==> src/rtl/time_display_scan.sv <==
// Six-digit multiplexed HH.MM.SS display driver on the timekeeper's time bus.
// Takes one snapshot of the time per scan frame and converts it to BCD with a subtract-10 engine.
module time_display_scan #(
  parameter int CLK_HZ   = 50_000_000,
  parameter int SCAN_HZ  = 6000,
  parameter int BLINK_HZ = 2
) (
  input  logic       Clk_50Mhz,
  input  logic       Rst_n,
  input  logic [5:0] SecTk,
  input  logic [5:0] MinTk,
  input  logic [4:0] HrTk,
  input  logic [1:0] Edit,
  output logic [6:0] Seg,
  output logic       Dp,
  output logic [5:0] An,
  output logic       FrameSync
);

  localparam int SCAN_DIV  = CLK_HZ / SCAN_HZ;
  localparam int BLINK_DIV = CLK_HZ / (2 * BLINK_HZ);
  localparam int SW        = (SCAN_DIV > 1) ? $clog2(SCAN_DIV) : 1;
  localparam int BW        = (BLINK_DIV > 1) ? $clog2(BLINK_DIV) : 1;
  localparam logic [3:0] DASH = 4'hF;

  typedef enum logic [2:0] {IDLE, CAPTURE, CONV_S, CONV_M, CONV_H, LOAD} state_t;

  state_t        state, state_nxt;
  logic [SW-1:0] scan_cnt;
  logic          scan_tick;
  logic [2:0]    digit_idx;
  logic          first_tick;
  logic          frame_start;
  logic [BW-1:0] blink_cnt;
  logic          blink_phase;
  logic          blank;

  logic [5:0]    snap_sec;
  logic [5:0]    snap_min;
  logic [4:0]    snap_hr;
  logic [5:0]    work;
  logic [2:0]    tens;
  logic          work_ge10;
  logic          field_ok;
  logic [3:0]    ones_dig;
  logic [3:0]    tens_dig;
  logic [3:0]    stage [6];
  logic [3:0]    disp  [6];

  function automatic logic [6:0] seg_of(input logic [3:0] d);
    case (d)
      4'd0:    seg_of = 7'h40;
      4'd1:    seg_of = 7'h79;
      4'd2:    seg_of = 7'h24;
      4'd3:    seg_of = 7'h30;
      4'd4:    seg_of = 7'h19;
      4'd5:    seg_of = 7'h12;
      4'd6:    seg_of = 7'h02;
      4'd7:    seg_of = 7'h78;
      4'd8:    seg_of = 7'h00;
      4'd9:    seg_of = 7'h10;
      default: seg_of = 7'h3F;
    endcase
  endfunction

  assign scan_tick   = (scan_cnt == SW'(SCAN_DIV - 1));
  // A new frame begins when the scan wraps back to digit 0, or on the very first tick.
  assign frame_start = scan_tick && ((digit_idx == 3'd5) || first_tick);

  // NOTE: state registers use non-blocking assignments so every flop samples pre-edge values.
  always_ff @(posedge Clk_50Mhz or negedge Rst_n) begin
    if (!Rst_n) begin
      scan_cnt   <= '0;
      digit_idx  <= '0;
      first_tick <= 1'b1;
    end else if (scan_tick) begin
      scan_cnt   <= '0;
      digit_idx  <= (digit_idx == 3'd5) ? 3'd0 : digit_idx + 3'd1;
      first_tick <= 1'b0;
    end else begin
      scan_cnt   <= scan_cnt + SW'(1);
    end
  end

  always_ff @(posedge Clk_50Mhz or negedge Rst_n) begin
    if (!Rst_n) begin
      blink_cnt   <= '0;
      blink_phase <= 1'b1;
    end else if (blink_cnt == BW'(BLINK_DIV - 1)) begin
      blink_cnt   <= '0;
      blink_phase <= ~blink_phase;
    end else begin
      blink_cnt   <= blink_cnt + BW'(1);
    end
  end

  always_ff @(posedge Clk_50Mhz or negedge Rst_n) begin
    if (!Rst_n) state <= IDLE;
    else        state <= state_nxt;
  end

  assign work_ge10 = (work >= 6'd10);

  // NOTE: every always_comb output gets a default first so no path leaves it unassigned (no latch).
  always_comb begin
    state_nxt = state;
    case (state)
      IDLE:    if (frame_start) state_nxt = CAPTURE;
      CAPTURE: state_nxt = CONV_S;
      CONV_S:  if (!work_ge10) state_nxt = CONV_M;
      CONV_M:  if (!work_ge10) state_nxt = CONV_H;
      CONV_H:  if (!work_ge10) state_nxt = LOAD;
      LOAD:    state_nxt = IDLE;
      default: state_nxt = IDLE;
    endcase
  end

  always_comb begin
    field_ok = 1'b1;
    case (state)
      CONV_S:  field_ok = (snap_sec <= 6'd59);
      CONV_M:  field_ok = (snap_min <= 6'd59);
      CONV_H:  field_ok = (snap_hr  <= 5'd23);
      default: field_ok = 1'b1;
    endcase
  end

  assign ones_dig = field_ok ? work[3:0]     : DASH;
  assign tens_dig = field_ok ? {1'b0, tens}  : DASH;

  // NOTE: the digit arrays are reset explicitly because their reset contents are shown on the display.
  always_ff @(posedge Clk_50Mhz or negedge Rst_n) begin
    if (!Rst_n) begin
      snap_sec  <= '0;
      snap_min  <= '0;
      snap_hr   <= '0;
      work      <= '0;
      tens      <= '0;
      stage     <= '{default: 4'd0};
      disp      <= '{default: 4'd0};
      FrameSync <= 1'b0;
    end else begin
      FrameSync <= 1'b0;
      case (state)
        CAPTURE: begin
          snap_sec <= SecTk;
          snap_min <= MinTk;
          snap_hr  <= HrTk;
          work     <= SecTk;
          tens     <= '0;
        end
        CONV_S: begin
          if (work_ge10) begin
            work <= work - 6'd10;
            tens <= tens + 3'd1;
          end else begin
            stage[0] <= ones_dig;
            stage[1] <= tens_dig;
            work     <= snap_min;
            tens     <= '0;
          end
        end
        CONV_M: begin
          if (work_ge10) begin
            work <= work - 6'd10;
            tens <= tens + 3'd1;
          end else begin
            stage[2] <= ones_dig;
            stage[3] <= tens_dig;
            work     <= {1'b0, snap_hr};
            tens     <= '0;
          end
        end
        CONV_H: begin
          if (work_ge10) begin
            work <= work - 6'd10;
            tens <= tens + 3'd1;
          end else begin
            stage[4] <= ones_dig;
            stage[5] <= tens_dig;
          end
        end
        LOAD: begin
          disp      <= stage;
          FrameSync <= 1'b1;
        end
        default: ;
      endcase
    end
  end

  // Digit pairs map to Edit fields 1 (sec), 2 (min), 3 (hr).
  assign blank = !blink_phase && (Edit == (digit_idx[2:1] + 2'd1));

  always_ff @(posedge Clk_50Mhz or negedge Rst_n) begin
    if (!Rst_n) begin
      An  <= 6'h3F;
      Seg <= 7'h7F;
      Dp  <= 1'b1;
    end else if (scan_tick) begin
      An  <= blank ? 6'h3F : ~(6'd1 << digit_idx);
      Seg <= seg_of(disp[digit_idx]);
      Dp  <= !((digit_idx == 3'd2) || (digit_idx == 3'd4));
    end
  end

endmodule

==> config.mk <==
export PLATFORM = sky130hd
export DESIGN_NAME = time_display_scan
export DESIGN_NICKNAME = d
export VERILOG_FILES = /design/src/rtl/time_display_scan.sv
export SDC_FILE = /design/constraint.sdc
export NUM_CORES = 1
export LEC_CHECK = 0
export ABC_AREA = 1
export BUFFER_PORTS_ARGS = -buffer_cell sky130_fd_sc_hd__buf_2
export CAP_MARGIN = 20
export CORE_UTILIZATION = 50
export DETAILED_ROUTE_END_ITERATION = 10
export PLACE_DENSITY = 0.67
export RECOVER_POWER = 25
export SYNTH_ARGS = -nofsm -noshare
export SYNTH_HDL_FRONTEND = slang
export SYNTH_SLANG_ARGS = --single-unit
export TNS_END_PERCENT = 5
==> constraint.sdc <==
create_clock -name Clk_50Mhz -period 2 [get_ports Clk_50Mhz]
set_input_delay 0.3 -clock Clk_50Mhz [delete_from_list [all_inputs] [get_ports Clk_50Mhz]]
set_output_delay 0.3 -clock Clk_50Mhz [all_outputs]
set_load 0.05 [all_outputs]
==> impl_metrics.py, run 1 <==
metrics = {
    "synth": {
        "synth_xor_area_frac": 0.0209,
        "ys_async_sr_fraction": 1.00,
        "ys_warn_count": 0,
        "yosysSeqAreaShare": 0.498,
        "ys_seq_elements": 133,
        "synth_edf_count": 0,
        "synth_top_family_by_area": "simple AND/OR/NAND/NOR gates",
        "synthCells": 867,
        "synth.avg_cell_area_um2": 7.75,
        "yosys.area_share.simple": 0.291,
        "syn_area_um2": 6720,
        "syn-num-nets": 899,
        "synth_cell_types": 41,
        "synth_fa_ha_area_frac": 0.0205,
        "synthMuxAreaShare": 0,
        "synth_compound_area_frac": 0.0857,
        "ys.flop_type": "dfrtp_1",
    },
    "timing": {
        "fin_crit_sh": 0.919,
        "maxSlewHeadroom": 0.377,
        "setup_violations": 0,
        "rsz0062_at_grt": "false",
        "fin_tns_setup_ns": 0,
        "hold_viol": 0,
        "period_needed_ns": 1.84,
        "fin_skew_ns": 0.00613,
        "tightest_slew_ns": 0.935,
        "slew_violations": 0,
        "clock.fmax_ghz": 0.544,
    },
    "setup_path": {
        "critPathKind": "flip-flop to flip-flop",
        "cp_data_arrival_time_ns": 2.13,
        "critical_path_required_ns": 2.30,
        "r2r-end": "stage[23]",
        "cp_slowest_stage_delay_ns": 0.49,
        "slowest_stage": "nor2_1",
        "timing.critical_path.from": "state[2]",
        "reg2reg_slack_ns": 0.16,
        "reg2reg_from": "state[2]",
        "worstSetupStartpointType": "flip-flop",
        "crit_chain": "nor2_4 -> nand2_1 -> nor2_1 -> buf_4 -> o21ai_0",
        "crit_end": "stage[23]",
        "cp_max_fo": 13,
        "reg2reg_depth": 5,
        "cp-end-kind": "flip-flop",
    },
    "grt": {
        "grt_antenna_before_repair": 0,
        "grt_pass1_vias": 5437,
        "grt_pass1_wl_um": 25200,
        "use_met2": 0.361,
        "grt_max_degree": 39,
        "grt_overflow": 0,
        "use_met3": 0.0581,
        "use_met1": 0.299,
        "grt_most_used_layer": "met2",
        "grt_usage": 0.226,
    },
    "power_and_ir_drop": {
        "irDropWorstVdd_mv": 0.605,
        "power_frac_seq": 0.474,
        "leakage_nw": 3.86,
        "pwr-share-clk": 0.511,
        "power.switching_mw": 1.18,
        "internal_power_mw": 4.51,
        "combPwrFrac": 0.016,
        "pwr_density_cell_nw_per_um2": 735,
        "switching_share": 0.208,
    },
    "drt": {
        "first_pass_iters": 7,
        "ant_nets": 0,
        "vias": 5632,
        "wirelength_um": 14800,
        "drt_iter0_drc": 414,
        "wl_per_cell_um": 13.4,
        "viasPerCell": 5.10,
        "remaining_drc_errors": 0,
    },
    "hold_path": {
        "hold_class": "primary input to flip-flop",
        "holdPathStages": 3,
    },
    "clock_network": {
        "cts_tree": "built",
        "h-tree-depth": 4,
        "clock-root-buffer": "clkbuf_16",
        "cts_setup_buffers": 0,
        "clkLatencyLatePin_ns": 0.42,
        "numCtsBuffers": 17,
        "clkTransAtPathRegs_ns": 0.06,
        "clkSinkCount": 133,
        "clock_path_buffers": 2,
    },
    "final_layout": {
        "final_cells": 1105,
        "area_growth_syn_to_layout_pct": 15.1,
        "fin_util": 0.601,
        "final_common_cell": "nand2_1",
        "layout_common_cells": "nand2_1 (282), dfrtp_1 (116), inv_1 (115)",
        "fillers": 1140,
        "nets": 952,
        "final_area_um2": 7730,
        "antennaDiodeCount": 0,
        "drive_gt1_frac": 0.139,
    },
    "floorplanning": {
        "core_um2": 12900,
        "die_y_um": 118,
        "io_pins": 36,
        "rows": 41,
        "die_w_um": 118,
        "initial_utilization": 0.522,
        "dieArea_um2": 13900,
    },
    "placement": {
        "dp.cells": 1072,
        "numPortBuffers": 35,
        "place_area_um2": 7170,
        "dp_hpwl_um": 10800,
        "gp_congestion": 0.916,
    },
    "flow_run": {
        "max-cap-violations": 0,
    },
    "outcome": {
        "status": "finished, final reports clean",
    },
}
synth_stat cells (2+ instances only):
cell type	number	share of area
nand2_1	283	0.16
nor4_1	6	0.0056
xnor2_1	3	0.0039
nor2_4	4	0.0067
nor2_2	5	0.0047
o31ai_1	2	0.0022
a21oi_1	13	0.0097
a31oi_1	8	0.0074
xor2_1	13	0.017
nand2_2	4	0.0037
nand3_1	44	0.033
o21a_1	3	0.0034
inv_4	2	0.0019
dfstp_2	16	0.063
buf_4	3	0.0034
o21ai_0	67	0.050
or2_1	2	0.0019
and3_1	2	0.0019
clkbuf_1	9	0.0050
ha_1	11	0.020
o21ai_1	2	0.0015
a22oi_1	2	0.0022
inv_2	4	0.0022
o22ai_1	2	0.0019
nand2_4	2	0.0034
buf_6	2	0.0034
buf_2	5	0.0037
a21oi_2	3	0.0039
nor3_1	14	0.010
dfrtp_1	117	0.44
nor2_1	78	0.044
or2_2	3	0.0028
nand4_1	11	0.010
inv_1	115	0.064
layer usage:
metal,vias to the layer above,part of all wire
met5,-,0
met4,0,0.017
met3,23,0.046
met2,131,0.47
met1,2646,0.47
li1,2832,-
registers in the layout, indices dropped and copies added (netlist names):
| signal | cells |
|---|---|
| work | 6 |
| FrameSync | 1 |
| digit_idx | 3 |
| stage | 24 |
| blink_phase | 1 |
| An | 6 |
| scan_cnt | 14 |
| Seg | 7 |
| snap_min | 6 |
| tens | 3 |
| snap_sec | 4 |
| snap_hr | 5 |
| first_tick | 1 |
| blink_cnt | 24 |
| Dp | 1 |
| state | 3 |
| disp | 24 |
final cells by class:
| type | instances | area (um2) | area share |
|---|---|---|---|
| sequential | 133 | 3350 | 0.433 |
| multi-input combinational | 594 | 2820 | 0.365 |
| clock buffer | 22 | 474 | 0.0613 |
| inverter | 121 | 462 | 0.0597 |
| timing repair buffer | 53 | 334 | 0.0432 |
| tap | 172 | 215 | 0.0278 |
| clock inverter | 10 | 80.1 | 0.0104 |
through the flow:
step                      hold WS [ns]  total power, mW  worst slack, ns
after global routing            0.0802             5.85           0.0211
after CTS                       0.0680             5.74           0.0701
after global placement           0.299             2.84            0.174
after floorplan                0.00441             2.75            0.320
after detailed placement         0.306             2.84           0.0829
final                           0.0790             5.69            0.161
worst min-delay path by stage:
stage                               to  startpoint
after CTS                  snap_min[2]    MinTk[2]
after global routing       snap_min[2]    MinTk[2]
final                      snap_min[2]    MinTk[2]
after detailed placement  scan_cnt[10]       Rst_n
after global placement     scan_cnt[9]       Rst_n
after floorplan              FrameSync       Rst_n
what timing repair did:
| action | in CTS | in global routing |
|---|---|---|
| hold buffers | 1 | 0 |
| setup endpoints to repair | 0 | 7 |
| hold endpoints to repair | 16 | 0 |
| resized for setup | 0 | 5 |
worst max-delay path: cells and delay by family (launching register included):
family / cells / cell delay (ns)
flops: 1 / 0.45
compound gates: 1 / 0.10
buf+inv: 1 / 0.30
simple gates: 3 / 0.86
power by group through the flow:
stage	registers (mW)	logic, mW	clock network (mW)
after global routing	2.69	0.105	3.05
after floorplan	2.74	0.00590	0
final	2.69	0.0896	2.90
after detailed placement	2.74	0.0975	0
after CTS	2.69	0.0989	2.94
after global placement	2.74	0.0956	0
cells by family after synthesis:
group | after synthesis
compound gates | 105
xor+xnor | 16
fa+ha+maj | 11
simple gates | 462
buf+inv | 140
flops | 133
Note: power is estimated with default switching activity, not from simulation.
==> inputs of run 2 (changes only) <==
--- a/config.mk
+++ b/config.mk
@@ -8,9 +8,11 @@
 export ABC_AREA = 1
 export BUFFER_PORTS_ARGS = -buffer_cell sky130_fd_sc_hd__buf_2
 export CAP_MARGIN = 20
-export CORE_UTILIZATION = 50
+export CELL_PAD_IN_SITES_DETAIL_PLACEMENT = 1
+export CELL_PAD_IN_SITES_GLOBAL_PLACEMENT = 1
+export CORE_UTILIZATION = 46
 export DETAILED_ROUTE_END_ITERATION = 10
-export PLACE_DENSITY = 0.67
+export PLACE_DENSITY_LB_ADDON = 0.1
 export RECOVER_POWER = 25
 export SYNTH_ARGS = -nofsm -noshare
 export SYNTH_HDL_FRONTEND = slang
==> constraint.sdc (replaced) <==
create_clock -name Clk_50Mhz -period 1.75 [get_ports Clk_50Mhz]
set_input_delay 0.2625 -clock Clk_50Mhz [delete_from_list [all_inputs] [get_ports Clk_50Mhz]]
set_output_delay 0.2625 -clock Clk_50Mhz [all_outputs]
set_load 0.05 [all_outputs]
==> run 2 against run 1 <==
Against the previous run: the flow now finishes with violations (negative setup slack); sequential share of layout area decreased by 2.4 points; power increased by 22%; worst setup slack worse by 0.18 ns; via count up 5.2%; critical path depth grew 9; global-route usage is 4.0 points higher; die area increased by 8.5%; maximum frequency is 4.2% higher; clock skew up 0.0013 ns; first-iteration DRC count down 29%; largest power group unchanged.
==> impl_metrics.py, run 2 (same netlist as run 1, synthesis figures left out) <==
metrics = {
    "outcome": {
        "status": "finished, violations left",
        "violations": "negative setup slack",
    },
    "setup_path": {
        "critical_path_required_ns": 2.12,
        "critPathKind": "flip-flop to flip-flop",
        "reg2reg_depth": 14,
        "cp_slowest_stage_delay_ns": 0.46,
        "reg2reg_from": "digit_idx[0]",
        "cp_max_fo": 8,
        "worstSetupStartpointType": "flip-flop",
        "cp-end-kind": "flip-flop",
        "reg2reg_slack_ns": -0.01,
        "cp_data_arrival_time_ns": 2.14,
        "r2r-end": "Seg[0]",
        "crit_chain": "inv_4 -> nand2_1 -> nand2_1 -> nand2_1 -> nand2_2 -> a21oi_4 -> buf_6 -> ha_2 -> inv_1 -> nand3_1 -> nand3_1 -> nand2_1 -> nand2_1 -> nand2_1",
        "slowest_stage": "dfrtp_2",
        "crit_top_cell": "nand2_1",
    },
    "grt": {
        "grt_max_degree": 45,
        "grt_antenna_before_repair": 0,
        "grt_usage": 0.266,
        "grt_pass1_wl_um": 30800,
        "use_met3": 0.0516,
        "use_met2": 0.442,
        "grt_overflow": 0,
        "use_met1": 0.347,
        "grt_pass1_vias": 6178,
        "grt_most_used_layer": "met2",
    },
    "final_layout": {
        "final_common_cell": "nand2_1",
        "reg_top3": "blink_cnt x24, disp x24, stage x24",
        "drive_gt1_frac": 0.199,
        "area_growth_syn_to_layout_pct": 21.8,
        "nets": 977,
        "layout_common_cells": "nand2_1 (270), dfrtp_1 (116), inv_1 (111)",
        "antennaDiodeCount": 0,
    },
    "power_and_ir_drop": {
        "pwr_density_cell_nw_per_um2": 850,
        "leakage_nw": 4.03,
        "total_power_mw": 6.96,
        "irDropWorstVdd_mv": 0.718,
    },
    "timing": {
        "maxSlewHeadroom": 0.218,
        "clock.fmax_ghz": 0.567,
        "setup_violations": 3,
        "slew_violations": 0,
        "tightest_slew_ns": 1.17,
        "period_needed_ns": 1.76,
        "hold-worst-slack_ns": 0.0338,
        "fin_crit_sh": 1.01,
        "fin_skew_ns": 0.00742,
        "hold_viol": 0,
        "setup_ws_ns": -0.0145,
        "rsz0062_at_grt": "true",
    },
    "floorplanning": {
        "core_um2": 14000,
        "initial_utilization": 0.478,
        "dieArea_um2": 15100,
        "die_w_um": 123,
        "io_pins": 36,
        "die_y_um": 123,
        "rows": 43,
    },
    "clock_network": {
        "h-tree-depth": 4,
        "clock-root-buffer": "clkbuf_16",
        "cts_tree": "built",
        "numCtsBuffers": 17,
        "clock_path_buffers": 2,
        "clkSinkCount": 133,
        "clkLatencyLatePin_ns": 0.43,
        "clkTransAtPathRegs_ns": 0.06,
    },
    "drt": {
        "wirelength_um": 19000,
        "vias": 5923,
        "drt_iter0_drc": 293,
        "viasPerCell": 5.21,
        "ant_nets": 0,
        "first_pass_iters": 4,
        "wl_per_cell_um": 16.7,
        "remaining_drc_errors": 0,
    },
    "placement": {
        "post-place-ws_ns": -0.146,
        "gp_congestion": 0.857,
        "dp_hpwl_um": 13100,
        "numPortBuffers": 35,
    },
    "hold_path": {
        "hold_class": "primary input to flip-flop",
        "hold_start": "HrTk[0]",
        "holdPathStages": 3,
        "min_to": "snap_hr[0]",
    },
    "flow_run": {
        "max-cap-violations": 0,
    },
}
-- run 2: changes by cell type in the layout (fill, tap and decap cells not counted), moves of 6 or more --
cell | before | now
nand3_2 | 1 | 7
nor2_1 | 77 | 71
buf_4 | 13 | 34
nand2_1 | 282 | 270
nand2_2 | 5 | 15
clkinv_2 | 7 | 1
nand3_1 | 44 | 38
-- run 2: what timing repair did --
action                                  4_1_cts  5_1_grt
hold buffers                                  1        0
endpoints found under the setup margin       24       54
cloned                                        0        1
setup buffers                                 0        7
hold endpoints to repair                     17        0
gates resized for setup                       8       50
pin swaps                                     0        9
-- run 2: worst max path at each step --
stage,from,end,slack (ns),cells after the start
2_1_floorplan,digit_idx[0],Seg[3],0.07,12
3_3_place_gp,digit_idx[0],Seg[5],0.01,14
3_5_place_dp,digit_idx[0],Seg[4],-0.15,13
4_1_cts,digit_idx[0],Seg[0],0.002,14
5_1_grt,digit_idx[0],Seg[5],-0.13,14
6_report,digit_idx[0],Seg[0],-0.01,14
-- run 2: final cells by class --
| cell class | count | area, um2 |
|---|---|---|
| clock buffer | 21 | 460 |
| clock inverter | 9 | 153 |
| fill | 1736 | 5860 |
| inverter | 121 | 463 |
| multi-input combinational | 594 | 2990 |
| sequential | 133 | 3350 |
| tap | 180 | 225 |
| timing repair buffer | 77 | 539 |
| timing repair inverter | 1 | 7.51 |
-- run 2: stage by stage --
stage          TNS, ns  utilization  area [um2]  cells
6_report       -0.0205        0.583        8180   1136
5_1_grt          -1.69        0.583        8180   1136
4_1_cts              0        0.568        7980   1128
3_5_place_dp    -0.604        0.522        7320   1097
3_3_place_gp         0        0.522        7320   1097
2_1_floorplan        0            -        6720    867
-- run 2: report_power, final --
group / total [mW] / internal, mW / switching (mW)
clock network: 3.77 / 2.44 / 1.34
logic: 0.104 / 0.0294 / 0.0745
registers: 3.08 / 3.08 / 0
-- run 2: worst max-delay path, delay by kind of cell, from the launching register on --
family | cells | cell delay, ns
adders and majority gates | 1 | 0.16
and+or+nand+nor | 9 | 0.58
DFF | 1 | 0.46
AOI/OAI and AO/OA | 1 | 0.24
buffers and inverters | 3 | 0.26
-- run 2: layer usage --
metal  vias up  wire length, um  share of wire
met3        27              459          0.024
met1      2936             8830           0.46
li1       2878                -              -
met4         0              318          0.017
met5         -                0              0
met2        82             9420           0.50
==> inputs of run 3 (changes only) <==
--- a/config.mk
+++ b/config.mk
@@ -5,12 +5,11 @@
 export SDC_FILE = /design/constraint.sdc
 export NUM_CORES = 1
 export LEC_CHECK = 0
-export ABC_AREA = 1
 export BUFFER_PORTS_ARGS = -buffer_cell sky130_fd_sc_hd__buf_2
 export CAP_MARGIN = 20
 export CELL_PAD_IN_SITES_DETAIL_PLACEMENT = 1
 export CELL_PAD_IN_SITES_GLOBAL_PLACEMENT = 1
-export CORE_UTILIZATION = 46
+export CORE_UTILIZATION = 48
 export DETAILED_ROUTE_END_ITERATION = 10
 export PLACE_DENSITY_LB_ADDON = 0.1
 export RECOVER_POWER = 25
==> run 3 against run 2 <==
Against the previous run: the flow still finishes with violations (negative setup slack); worst setup slack got worse by 0.36 ns; via count decreased by 16%; clock-buffer cell count rose by 2; non-clock buffer count is 35 higher; design area decreased by 2.6%; synthesized cell count down 29%; register-to-register slack worse by 0.36 ns; highest routed layer unchanged.
==> impl_metrics.py, run 3 <==
metrics = {
    "outcome": {
        "status": "finished, violations left",
        "violations": "negative setup slack",
    },
    "drt": {
        "remaining_drc_errors": 0,
        "viasPerCell": 5.48,
        "wl_per_cell_um": 18.6,
        "wirelength_um": 16900,
        "first_pass_iters": 5,
        "ant_nets": 0,
        "drt_iter0_drc": 172,
        "vias": 4962,
    },
    "clock_network": {
        "clkTransAtPathRegs_ns": 0.06,
        "numCtsBuffers": 17,
        "h-tree-depth": 4,
        "clkLatencyLatePin_ns": 0.43,
        "clock-root-buffer": "clkbuf_16",
        "clock_path_buffers": 2,
        "clkSinkCount": 133,
        "cts_tree": "built",
    },
    "final_layout": {
        "register_area_um2": 3350,
        "final_area_um2": 7970,
        "multi_input_area_um2": 2910,
        "layout_common_cells": "nand2_1 (115), dfrtp_1 (114), buf_4 (66)",
        "area_growth_syn_to_layout_pct": 27.5,
        "final_common_cell": "nand2_1",
        "drive_gt1_frac": 0.302,
        "final_cells": 906,
        "reg_top3": "blink_cnt x24, disp x24, stage x24",
        "nets": 753,
        "fillers": 1415,
        "antennaDiodeCount": 0,
    },
    "floorplanning": {
        "io_pins": 36,
        "die_w_um": 116,
        "core_um2": 12700,
        "rows": 41,
        "initial_utilization": 0.493,
        "dieArea_um2": 13500,
        "die_y_um": 116,
    },
    "timing": {
        "tightest_slew_ns": 1.32,
        "rsz0062_at_grt": "true",
        "setup_violations": 8,
        "fin_skew_ns": 0.00955,
        "clock.fmax_ghz": 0.470,
        "setup_ws_ns": -0.378,
        "maxSlewHeadroom": 0.121,
        "period_needed_ns": 2.13,
        "hold_viol": 0,
        "slew_violations": 0,
        "fin_crit_sh": 1.22,
    },
    "setup_path": {
        "timing.critical_path.from": "digit_idx[0]",
        "cp_data_arrival_time_ns": 2.47,
        "reg2reg_from": "digit_idx[0]",
        "cp_num_buf_inv": 2,
        "crit_end": "Seg[5]",
        "cp.depth": 7,
        "critPathKind": "flip-flop to flip-flop",
        "path_delay_family": "compound AO/OA/AOI/OAI gates",
        "slowest_stage": "dfrtp_2",
        "critical_path_required_ns": 2.09,
        "cp_slowest_stage_delay_ns": 0.45,
        "reg2reg_slack_ns": -0.38,
        "cp_max_fo": 5,
        "crit_chain": "buf_12 -> mux2_4 -> a221oi_4 -> ha_1 -> inv_1 -> a2111oi_4 -> nor3_1",
        "reg2reg_depth": 7,
        "r2r-end": "Seg[5]",
        "cp-end-kind": "flip-flop",
        "worstSetupStartpointType": "flip-flop",
    },
    "synth": {
        "yosys-top-cells-count": "dfrtp_1 (117), nand2_1 (115), nor2_1 (58)",
        "ys_seq_elements": 133,
        "synthCells": 612,
        "synth_cell_types": 67,
        "synth.avg_cell_area_um2": 10.2,
        "syn_area_um2": 6250,
        "yosysSeqAreaShare": 0.536,
        "synth.area.top_cells": "dfrtp_1 (47%), nand2_1 (6.9%), dfstp_2 (6.7%)",
        "syn-num-nets": 644,
        "ys_async_sr_fraction": 1.00,
        "synth_top_area_cell": "dfrtp_1",
        "ys_warn_count": 0,
        "ys.flop_type": "dfrtp_1",
        "synth_top_area_share": 0.468,
        "synth_edf_count": 0,
        "synth.most_common_cell": "dfrtp_1",
    },
    "grt": {
        "grt_max_degree": 52,
        "grt_usage": 0.268,
        "grt_antenna_before_repair": 0,
        "grt_overflow": 0,
        "grt_pass1_vias": 5408,
        "grt_pass1_wl_um": 27100,
    },
    "placement": {
        "place_area_um2": 7190,
        "gp_congestion": 0.817,
        "dp_hpwl_um": 11400,
        "dp.cells": 869,
        "numPortBuffers": 35,
    },
    "hold_path": {
        "hold_start": "MinTk[4]",
        "hold_class": "primary input to flip-flop",
    },
    "power_and_ir_drop": {
        "pwr_density_cell_nw_per_um2": 862,
        "irDropWorstVdd_mv": 0.764,
        "leakage_nw": 3.85,
    },
    "flow_run": {
        "max-cap-violations": 0,
    },
}
-- run 3: cell count changes in the layout (fill, tap and decap cells not counted), sizes merged, moves of 9 or more --
cell / previous run / this run
nand2: 289 / 115
inv: 120 / 15
o21ai: 70 / 27
buf: 75 / 109
mux2: 0 / 28
nor2: 87 / 61
nand3: 45 / 26
xnor2: 3 / 21
mux2i: 0 / 9
nor2b: 0 / 9
-- run 3: through the flow --
stage	utilization	hold WS (ns)	setup WS (ns)	TNS, ns	power, mW
finish	0.629	0.0515	-0.378	-2.23	6.87
global route	0.629	0.0567	-0.448	-6.48	7.05
CTS	0.619	0.0384	-0.352	-2.12	6.92
detailed placement	0.567	0.176	-0.372	-2.16	3.26
global placement	0.567	0.172	-0.250	-1.35	3.26
floorplan	-	-0.0331	-0.255	-1.30	3.16
-- run 3: worst min-delay path by stage --
| stage | to | cells after the start | slack (ns) |
|---|---|---|---|
| floorplan | FrameSync | 0 | -0.03 |
| global placement | scan_cnt[5] | 1 | 0.17 |
| detailed placement | scan_cnt[5] | 1 | 0.18 |
| CTS | snap_min[4] | 2 | 0.04 |
| global route | snap_min[4] | 2 | 0.06 |
| finish | snap_min[4] | 2 | 0.05 |
-- run 3: worst reg2reg max path, delay by kind of cell (launching register included) --
kind	cells	cell delay, ns
adders and majority gates	1	0.26
and+or+nand+nor	1	0.12
AOI/OAI and AO/OA	2	0.67
muxes	1	0.31
DFF	1	0.45
buffers and inverters	2	0.24
-- run 3: final cells by class --
| class | count | area share |
|---|---|---|
| timing repair buffer | 112 | 0.105 |
| multi-input combinational | 442 | 0.364 |
| tap | 172 | 0.0270 |
| sequential | 133 | 0.420 |
| clock buffer | 23 | 0.0599 |
| clock inverter | 9 | 0.0157 |
| inverter | 15 | 0.00706 |
-- run 3: routing by layer --
layer,global-route usage,vias to the layer above,part of all wire
li1,-,2326,-
met1,0.322,2553,0.43
met2,0.484,56,0.53
met3,0.0555,27,0.022
met4,0.0829,0,0.016
met5,0,-,0
-- run 3: repair_timing --
| item | in CTS | in global routing |
|---|---|---|
| pin swaps | 5 | 10 |
| gates resized for setup | 9 | 21 |
| gates cloned | 0 | 1 |
| endpoints found under the hold margin | 18 | 0 |
| hold buffers | 1 | 0 |
| buffers inserted | 1 | 3 |
| endpoints found under the setup margin | 16 | 46 |
-- run 3: report_power, final --
part	switching, mW	internal, mW
Clock	1.32	2.34
Sequential	0.00308	3.08
Combinational	0.0860	0.0393
-- run 3: logic make-up after synthesis --
logic type,share of synthesized area
simple gates,0.208
flops,0.536
compound gates,0.0933
buf+inv,0.0264
mux,0.0654
xor+xnor,0.0490
fa+ha+maj,0.0220
